==> config.mk <==
export PLATFORM = sky130hd
export DESIGN_NAME = hdmi_sync_gen
export DESIGN_NICKNAME = d
export VERILOG_FILES = /design/src/rtl/hdmi_sync_gen_pkg.sv /design/src/rtl/hdmi_sync_gen.sv
export SDC_FILE = /design/constraint.sdc
export NUM_CORES = 1
export LEC_CHECK = 0
export BUFFER_PORTS_ARGS = -buffer_cell sky130_fd_sc_hd__buf_2
export CAP_MARGIN = 25
export CORE_AREA = 2 2 116 84
export DETAILED_ROUTE_END_ITERATION = 7
export DIE_AREA = 0 0 118 86
export PLACE_DENSITY_LB_ADDON = 0.2
export SLEW_MARGIN = 15
export SYNTH_ARGS = -nofsm -noshare
export SYNTH_HDL_FRONTEND = slang
export SYNTH_SLANG_ARGS = --single-unit
==> constraint.sdc <==
create_clock -name i_clk -period 3.1 [get_ports i_clk]
set_clock_uncertainty 0.15 [all_clocks]
set_input_delay 0.775 -clock i_clk [delete_from_list [all_inputs] [get_ports i_clk]]
set_output_delay 0.775 -clock i_clk [all_outputs]
set_load 0.05 [all_outputs]
==> src/rtl/hdmi_sync_gen_pkg.sv <==
// rtl/hdmi_sync_gen_pkg.sv - state encoding and register set for the video timing generator
package hdmi_sync_gen_pkg;

   typedef enum logic [1:0] {
      STATE_Idle     = 2'h0,
      STATE_Run      = 2'h1,
      STATE_Stopping = 2'h2
   } state_t;

   // hs/vs hold the "sync asserted" sense; pin polarity is applied at the outputs
   typedef struct packed {
      state_t      state;
      logic [11:0] h_cnt;
      logic [11:0] v_cnt;
      logic        hs;
      logic        vs;
      logic        de;
      logic [10:0] x;
      logic [9:0]  y;
      logic        frame_start;
   } hdmi_sync_gen_registers;

   localparam hdmi_sync_gen_registers hdmi_sync_gen_r_reset = '{
      state:       STATE_Idle,
      h_cnt:       12'd0,
      v_cnt:       12'd0,
      hs:          1'b0,
      vs:          1'b0,
      de:          1'b0,
      x:           11'd0,
      y:           10'd0,
      frame_start: 1'b0
   };

endpackage

==> src/rtl/hdmi_sync_gen.sv <==
// rtl/hdmi_sync_gen.sv - video timing generator with frame-aligned start/stop
module hdmi_sync_gen
   import hdmi_sync_gen_pkg::*;
#(
   parameter int H_ACTIVE  = 1024,
   parameter int H_FRONT   = 40,
   parameter int H_SYNC    = 128,
   parameter int H_BACK    = 88,
   parameter int V_ACTIVE  = 600,
   parameter int V_FRONT   = 1,
   parameter int V_SYNC    = 4,
   parameter int V_BACK    = 23,
   parameter int HSYNC_POL = 1,
   parameter int VSYNC_POL = 1
) (
   input  logic        i_clk,
   input  logic        i_rst,
   input  logic        i_en,
   output logic        o_hsync,
   output logic        o_vsync,
   output logic        o_de,
   output logic [10:0] o_x,
   output logic [9:0]  o_y,
   output logic        o_frame_start,
   output logic        o_busy
);

   localparam int H_TOTAL = H_ACTIVE + H_FRONT + H_SYNC + H_BACK;
   localparam int V_TOTAL = V_ACTIVE + V_FRONT + V_SYNC + V_BACK;

   if (H_TOTAL > 4096 || V_TOTAL > 4096 || H_ACTIVE > 2048 || V_ACTIVE > 1024) begin : g_bad_timing
      $error("hdmi_sync_gen: timing parameters exceed counter range");
   end

   // 13-bit bounds so a sync pulse ending exactly at 4096 still compares correctly
   localparam logic [12:0] H_ACT   = 13'(H_ACTIVE);
   localparam logic [12:0] HS_BEG  = 13'(H_ACTIVE + H_FRONT);
   localparam logic [12:0] HS_END  = 13'(H_ACTIVE + H_FRONT + H_SYNC);
   localparam logic [12:0] V_ACT   = 13'(V_ACTIVE);
   localparam logic [12:0] VS_BEG  = 13'(V_ACTIVE + V_FRONT);
   localparam logic [12:0] VS_END  = 13'(V_ACTIVE + V_FRONT + V_SYNC);
   localparam logic [11:0] H_LAST  = 12'(H_TOTAL - 1);
   localparam logic [11:0] V_LAST  = 12'(V_TOTAL - 1);

   hdmi_sync_gen_registers r, rin;
   logic [12:0] h13, v13;
   logic        h_wrap, frame_end, active;

   assign h13 = {1'b0, r.h_cnt};
   assign v13 = {1'b0, r.v_cnt};

   always_comb begin
      rin       = r;
      h_wrap    = (r.h_cnt == H_LAST);
      frame_end = h_wrap && (r.v_cnt == V_LAST);
      active    = (h13 < H_ACT) && (v13 < V_ACT);
      if (r.state == STATE_Idle) begin
         rin = hdmi_sync_gen_r_reset;
         if (i_en)
            rin.state = STATE_Run;
      end else begin
         rin.de          = active;
         rin.hs          = (h13 >= HS_BEG) && (h13 < HS_END);
         rin.vs          = (v13 >= VS_BEG) && (v13 < VS_END);
         rin.x           = active ? r.h_cnt[10:0] : 11'd0;
         rin.y           = active ? r.v_cnt[9:0] : 10'd0;
         rin.frame_start = (r.h_cnt == 12'd0) && (r.v_cnt == 12'd0);
         rin.h_cnt       = h_wrap ? 12'd0 : r.h_cnt + 12'd1;
         if (h_wrap)
            rin.v_cnt = (r.v_cnt == V_LAST) ? 12'd0 : r.v_cnt + 12'd1;
         // leaving RUN always passes through STOPPING so a stop lands on a frame end
         if (r.state == STATE_Run) begin
            if (!i_en)
               rin.state = STATE_Stopping;
         end else if (i_en) begin
            rin.state = STATE_Run;
         end else if (frame_end) begin
            rin.state = STATE_Idle;
         end
      end
   end

   always_ff @(posedge i_clk or posedge i_rst) begin
      if (i_rst)
         r <= hdmi_sync_gen_r_reset;
      else
         r <= rin;
   end

   assign o_hsync       = (HSYNC_POL != 0) ? r.hs : ~r.hs;
   assign o_vsync       = (VSYNC_POL != 0) ? r.vs : ~r.vs;
   assign o_de          = r.de;
   assign o_x           = r.x;
   assign o_y           = r.y;
   assign o_frame_start = r.frame_start;
   assign o_busy        = (r.state != STATE_Idle);

endmodule
==> flow_summary.yaml, run 1 <==
clocking:
  cts_tree: "done"
  clk_pin_slew_ns: 0.07
  clk_path_buf_depth: 2
  hold_buffers: 0
  root_buffer: "clkbuf_16"
  cts-htree-levels: 2
  numCtsBuffers: 5
  clock_latency_ns: 0.30
  cts_resized: 0
  cts_setup_buffers: 0
  clkSinkCount: 51
sta:
  rsz0062_at_grt: "no"
  tns_ns: 0
  final_hold_viol_count: 0
  max_slew_margin_pct: 64.13
  fin_crit_sh_pct: 83.09
  max_freq_mhz: 388.2
  holdWs_ns: 0.3369
  layout_min_cycle_time_ns: 2.576
  finalSetupViolCount: 0
  slew_viol_final: 0
  worst_pin_slew_ns: 0.5373
global_route:
  grt_pass1_wl_um: 9239
  grt_use_total_pct: 11.62
  grt_overflow_total: 0
  grt_start_max_net_pins: 29
  antenna_found_initial: 0
  grt_pass1_vias: 1721
synth:
  yosysWarnings: 0
  synthTopCellsByArea: "dfrtp_1, buf_4, and2_1"
  synth_edf_count: 0
  ys_seq_area_share_pct: 51.46
  synthArstFlopShare_pct: 100.0
  synth_top_area_share_pct: 51.46
  synth_nets: 262
  ys_types: 38
  synth.avg_cell_area_um2: 9.802
  ys_ff_latch: 51
  syn_inst: 253
  synth_area_mm2: 0.002480
  synth_top_area_cell: "dfrtp_1"
  synth_ff_type: "dfrtp_1"
floorplanning:
  die_w_um: 118
  initial_core_util_pct: 27.67
  coreArea_mm2: 0.008962
  ios: 29
  rows: 29
  die-area_mm2: 0.01015
  die_height_um: 86
job:
  cap_violations: 0
power:
  irDropWorstVdd_uv: 176.7
  power_density_mw_per_mm2: 590.6
  power.leakage_nw: 1.256
drt:
  first_iter_violations: 151
  drtPass1Iterations: 4
  vias: 1779
  routedWlPerCell_um: 14.08
  ant_nets: 0
  vias_per_cell: 4.621
  totalWireLength_um: 5420
  drc: 0
worst_setup_path:
  startpoint_type: "register"
  criticalPathCategory: "register to register"
  cp_slowest_stage_delay_ns: 0.60
  worst_setup_path_end_kind: "register"
  crit_fanout: 15
  cp-startpoint: "h13[9]"
  critPathTopFamily: "simple AND/OR/NAND/NOR gates"
  crit_chain: "or4b_4 -> or3_1 -> or4_1 -> a21oi_1"
  path_buf_inv: 0
  r2r-start: "h13[9]"
  cp.required_ns: 3.17
  arrival_ns: 2.64
  critPathSlowestCell: "or3_1"
final_layout:
  nFillCells: 944
  fin_nets: 269
  mostFrequentLayoutCell: "dfrtp_1"
  diodes: 0
  layout-drive-gt1-share_pct: 16.86
  layout_common_cells: "dfrtp_1, buf_2, nor2_1"
  area_growth_pct: 12.66
status:
  status: "finished clean"
worst_hold_path:
  hold_class: "register to register"
  hold_path_startpoint: "r[50]"
placed_design:
  hpwl_um: 3754
  place.gp.congestion: 0.8005
  port_buffers: 28
[worst paths after layout]
path	end	slack, ns	cells past startpoint
worst max register to register	r[36]	0.52	4
worst min-delay path	r[50]	0.34	1
worst min register to register	r[50]	0.34	1
min in group asynchronous	o_x[10]	0.37	2
worst max-delay path	r[36]	0.52	4
max in group asynchronous	o_y[4]	1.90	3
[flip-flops by register name, indices dropped and copies added (netlist names)]
| signal | flops |
|---|---|
| o_x | 11 |
| o_de | 1 |
| o_frame_start | 1 |
| r | 14 |
| o_y | 10 |
| h13 | 12 |
| o_vsync | 1 |
| o_hsync | 1 |
[cell usage after synthesis, types with 2 or more instances]
master,instances
dfrtp_1,51
nor2_1,22
buf_4,21
and2_1,17
nand2_1,17
nand3_1,17
clkbuf_1,11
a21oi_1,10
o21ai_0,9
inv_1,8
nor4_1,8
nor3_1,7
ha_1,6
nand4_1,6
xnor2_1,6
or3_1,5
or4_1,5
xor2_1,3
a211oi_1,2
nor4b_1,2
nor4bb_1,2
o31ai_1,2
[cell families after synthesis]
kind of cell	count (synthesis)	share of synthesized area, %
and+or+nand+nor	114	25.03
DFF	51	51.46
buffers and inverters	41	9.435
AOI/OAI and AO/OA	30	7.316
xor gates and xnor gates	9	3.179
adders and majority gates	6	3.027
other	1	0.1512
muxes	1	0.4036
[area by class of cell]
cell class              instances  area (µm²)  share of cell area, %
clock inverters                 3       47.55                  1.702
multi-input cells             161       969.7                  34.71
well taps                     124       155.1                  5.553
clock buffers                   5       125.1                  4.478
repair buffers                 33       190.2                  6.807
inverters                       8       30.03                  1.075
flip-flops and latches         51        1276                  45.68
[where the power goes]
group          total [mW]  switching, mW  internal (mW)  leakage (nW)
sequential          0.751         0.0388          0.713         0.692
combinational       0.249          0.177         0.0722         0.480
clock               0.650          0.264          0.386        0.0844
total                1.65          0.480           1.17          1.26
[layer usage]
metal	routed length [µm]	vias up	global-route usage (%)
li1	-	872	-
met1	2986	839	18.68
met2	2000	60	14.48
met5	0	-	0
met3	343	8	2.460
met4	90	0	4.710
[per-stage QoR]
step                      setup WS [ns]  cell area (µm²)  util, %  power (mW)  instances
after floorplan                  0.7955             2480        -      0.9751        253
after global placement           0.5681             2621    29.25       1.019        377
after detailed placement         0.5361             2621    29.25       1.018        377
after CTS                        0.5067             2794    31.17       1.671        385
after global routing             0.3956             2794    31.17       1.726        385
final                            0.5243             2794    31.17       1.650        385
(Power assumes the default switching activity.)
==> inputs of run 2 (changes only) <==
clock period = 2.3 ns   (was 3.1 ns; I/O delays follow)
==> flow_summary.yaml, run 2 (same netlist as run 1, synthesis figures left out) <==
status:
  status: "finished clean"
worst_setup_path:
  crit_fanout: 6
  cp-startpoint: "h13[11]"
  arrival_ns: 2.25
  critPathTopFamily: "simple AND/OR/NAND/NOR gates"
  cp.required_ns: 2.33
  worst-r2r-cell-count: 4
  crit_chain: "or4b_4 -> o31a_1 -> or4_1 -> mux2i_1"
  r2r_slack_ns: 0.08
  r2r_end: "r[35]"
  r2r-start: "h13[11]"
  path_buf_inv: 0
  worst_setup_path_end_kind: "register"
  critPathSlowestCell: "or4_1"
  cp_slowest_stage_delay_ns: 0.57
  criticalPathCategory: "register to register"
  startpoint_type: "register"
global_route:
  grt_start_max_net_pins: 30
  grt_pass1_vias: 1738
  antenna_found_initial: 0
  grt_pass1_wl_um: 9432
  grt_use_total_pct: 11.99
  grt_overflow_total: 0
floorplanning:
  die-area_mm2: 0.01015
  initial_core_util_pct: 27.67
  ios: 29
  die_height_um: 86
  rows: 29
  coreArea_mm2: 0.008962
  die_w_um: 118
placed_design:
  place_area_mm2: 0.002769
  dp_cells: 395
  port_buffers: 28
  place.gp.congestion: 0.8316
  dp_slack_ns: 0.02133
  hpwl_um: 4066
clocking:
  root_buffer: "clkbuf_16"
  cts-htree-levels: 2
  numCtsBuffers: 5
  clock_latency_ns: 0.29
  cts_setup_buffers: 0
  cts_tree: "done"
  clk_path_buf_depth: 2
  clk_pin_slew_ns: 0.07
  clkSinkCount: 51
final_layout:
  area_growth_pct: 18.11
  diodes: 0
  mostFrequentLayoutCell: "dfrtp_1"
  stdcell_count: 403
  fin_nets: 287
  top_register: "r"
  layout_common_cells: "dfrtp_1, buf_2, nor2_1"
  fin_area_mm2: 0.002929
  largest_register_ffs: 14
  seqCellArea_mm2: 0.001276
  layout-drive-gt1-share_pct: 22.58
  nFillCells: 944
  multiInputGateArea_um2: 974.7
worst_hold_path:
  hold_class: "input pin to asynchronous set/reset pin"
drt:
  vias_per_cell: 4.628
  totalWireLength_um: 5576
  routedWlPerCell_um: 13.84
  drtPass1Iterations: 4
  drc: 0
  vias: 1865
  first_iter_violations: 137
  ant_nets: 0
sta:
  setup_ws_ns: 0.07916
  final_hold_viol_count: 0
  max_freq_mhz: 450.3
  worst_pin_slew_ns: 0.5489
  tns_ns: 0
  finalSetupViolCount: 0
  max_slew_margin_pct: 63.33
  slew_viol_final: 0
  holdWs_ns: 0.1507
  layout_min_cycle_time_ns: 2.221
  fin_crit_sh_pct: 96.56
power:
  power.leakage_nw: 1.337
  irDropWorstVdd_uv: 239.6
  power_density_mw_per_mm2: 737.7
job:
  cap_violations: 0
[run 2: changes by cell type in the layout (fill, tap and decap cells not counted), sizes merged]
cell	before	now
bufinv	1	0
buf	33	51
clkinvlp	0	1
clkbuf	5	6
inv	9	8
[run 2: metrics by stage]
stage	util, %	power [mW]
after floorplan	-	1.314
after global placement	30.89	1.423
after detailed placement	30.89	1.417
after CTS	32.63	2.196
after global routing	32.68	2.280
final	32.68	2.161
[run 2: timing repair]
item	CTS	global route
gates resized for setup	0	1
hold buffers	0	0
endpoints found under the setup margin	0	4
hold endpoints to repair	0	0
[run 2: per-layer routing]
layer | GRT usage [%] | share of wire, %
met5 | 0 | 0
met4 | 4.600 | 1.4
met3 | 2.327 | 4.3
met2 | 15.12 | 37
met1 | 19.37 | 57
[run 2: worst max-delay path by stage]
stage,depth (start not counted),to
2_1_floorplan,5,r[36]
3_3_place_gp,4,r[36]
3_5_place_dp,4,r[36]
4_1_cts,4,r[36]
5_1_grt,4,r[35]
6_report,4,r[35]
[run 2: worst register-to-register path: stages, from the launching register on]
cell     delay (ns)
dfrtp_1        0.37
or4b_4         0.56
o31a_1         0.33
or4_1          0.57
mux2i_1        0.14
[run 2: report_power, final]
| part | total (mW) | internal, mW | switching [mW] | leakage (nW) |
|---|---|---|---|---|
| Clock | 0.765 | 0.435 | 0.330 | 0.0731 |
| Combinational | 0.404 | 0.130 | 0.274 | 0.572 |
| Sequential | 0.992 | 0.961 | 0.0308 | 0.692 |
| Total | 2.16 | 1.53 | 0.635 | 1.34 |
[run 2: area by class of cell]
cell class	instances	share of cell area, %
Tap cell	124	5.297
Clock buffer	6	4.742
Timing Repair Buffer	51	11.53
Inverter	8	1.025
Sequential cell	51	43.57
Clock inverter	2	0.5553
Multi-Input combinational cell	161	33.28
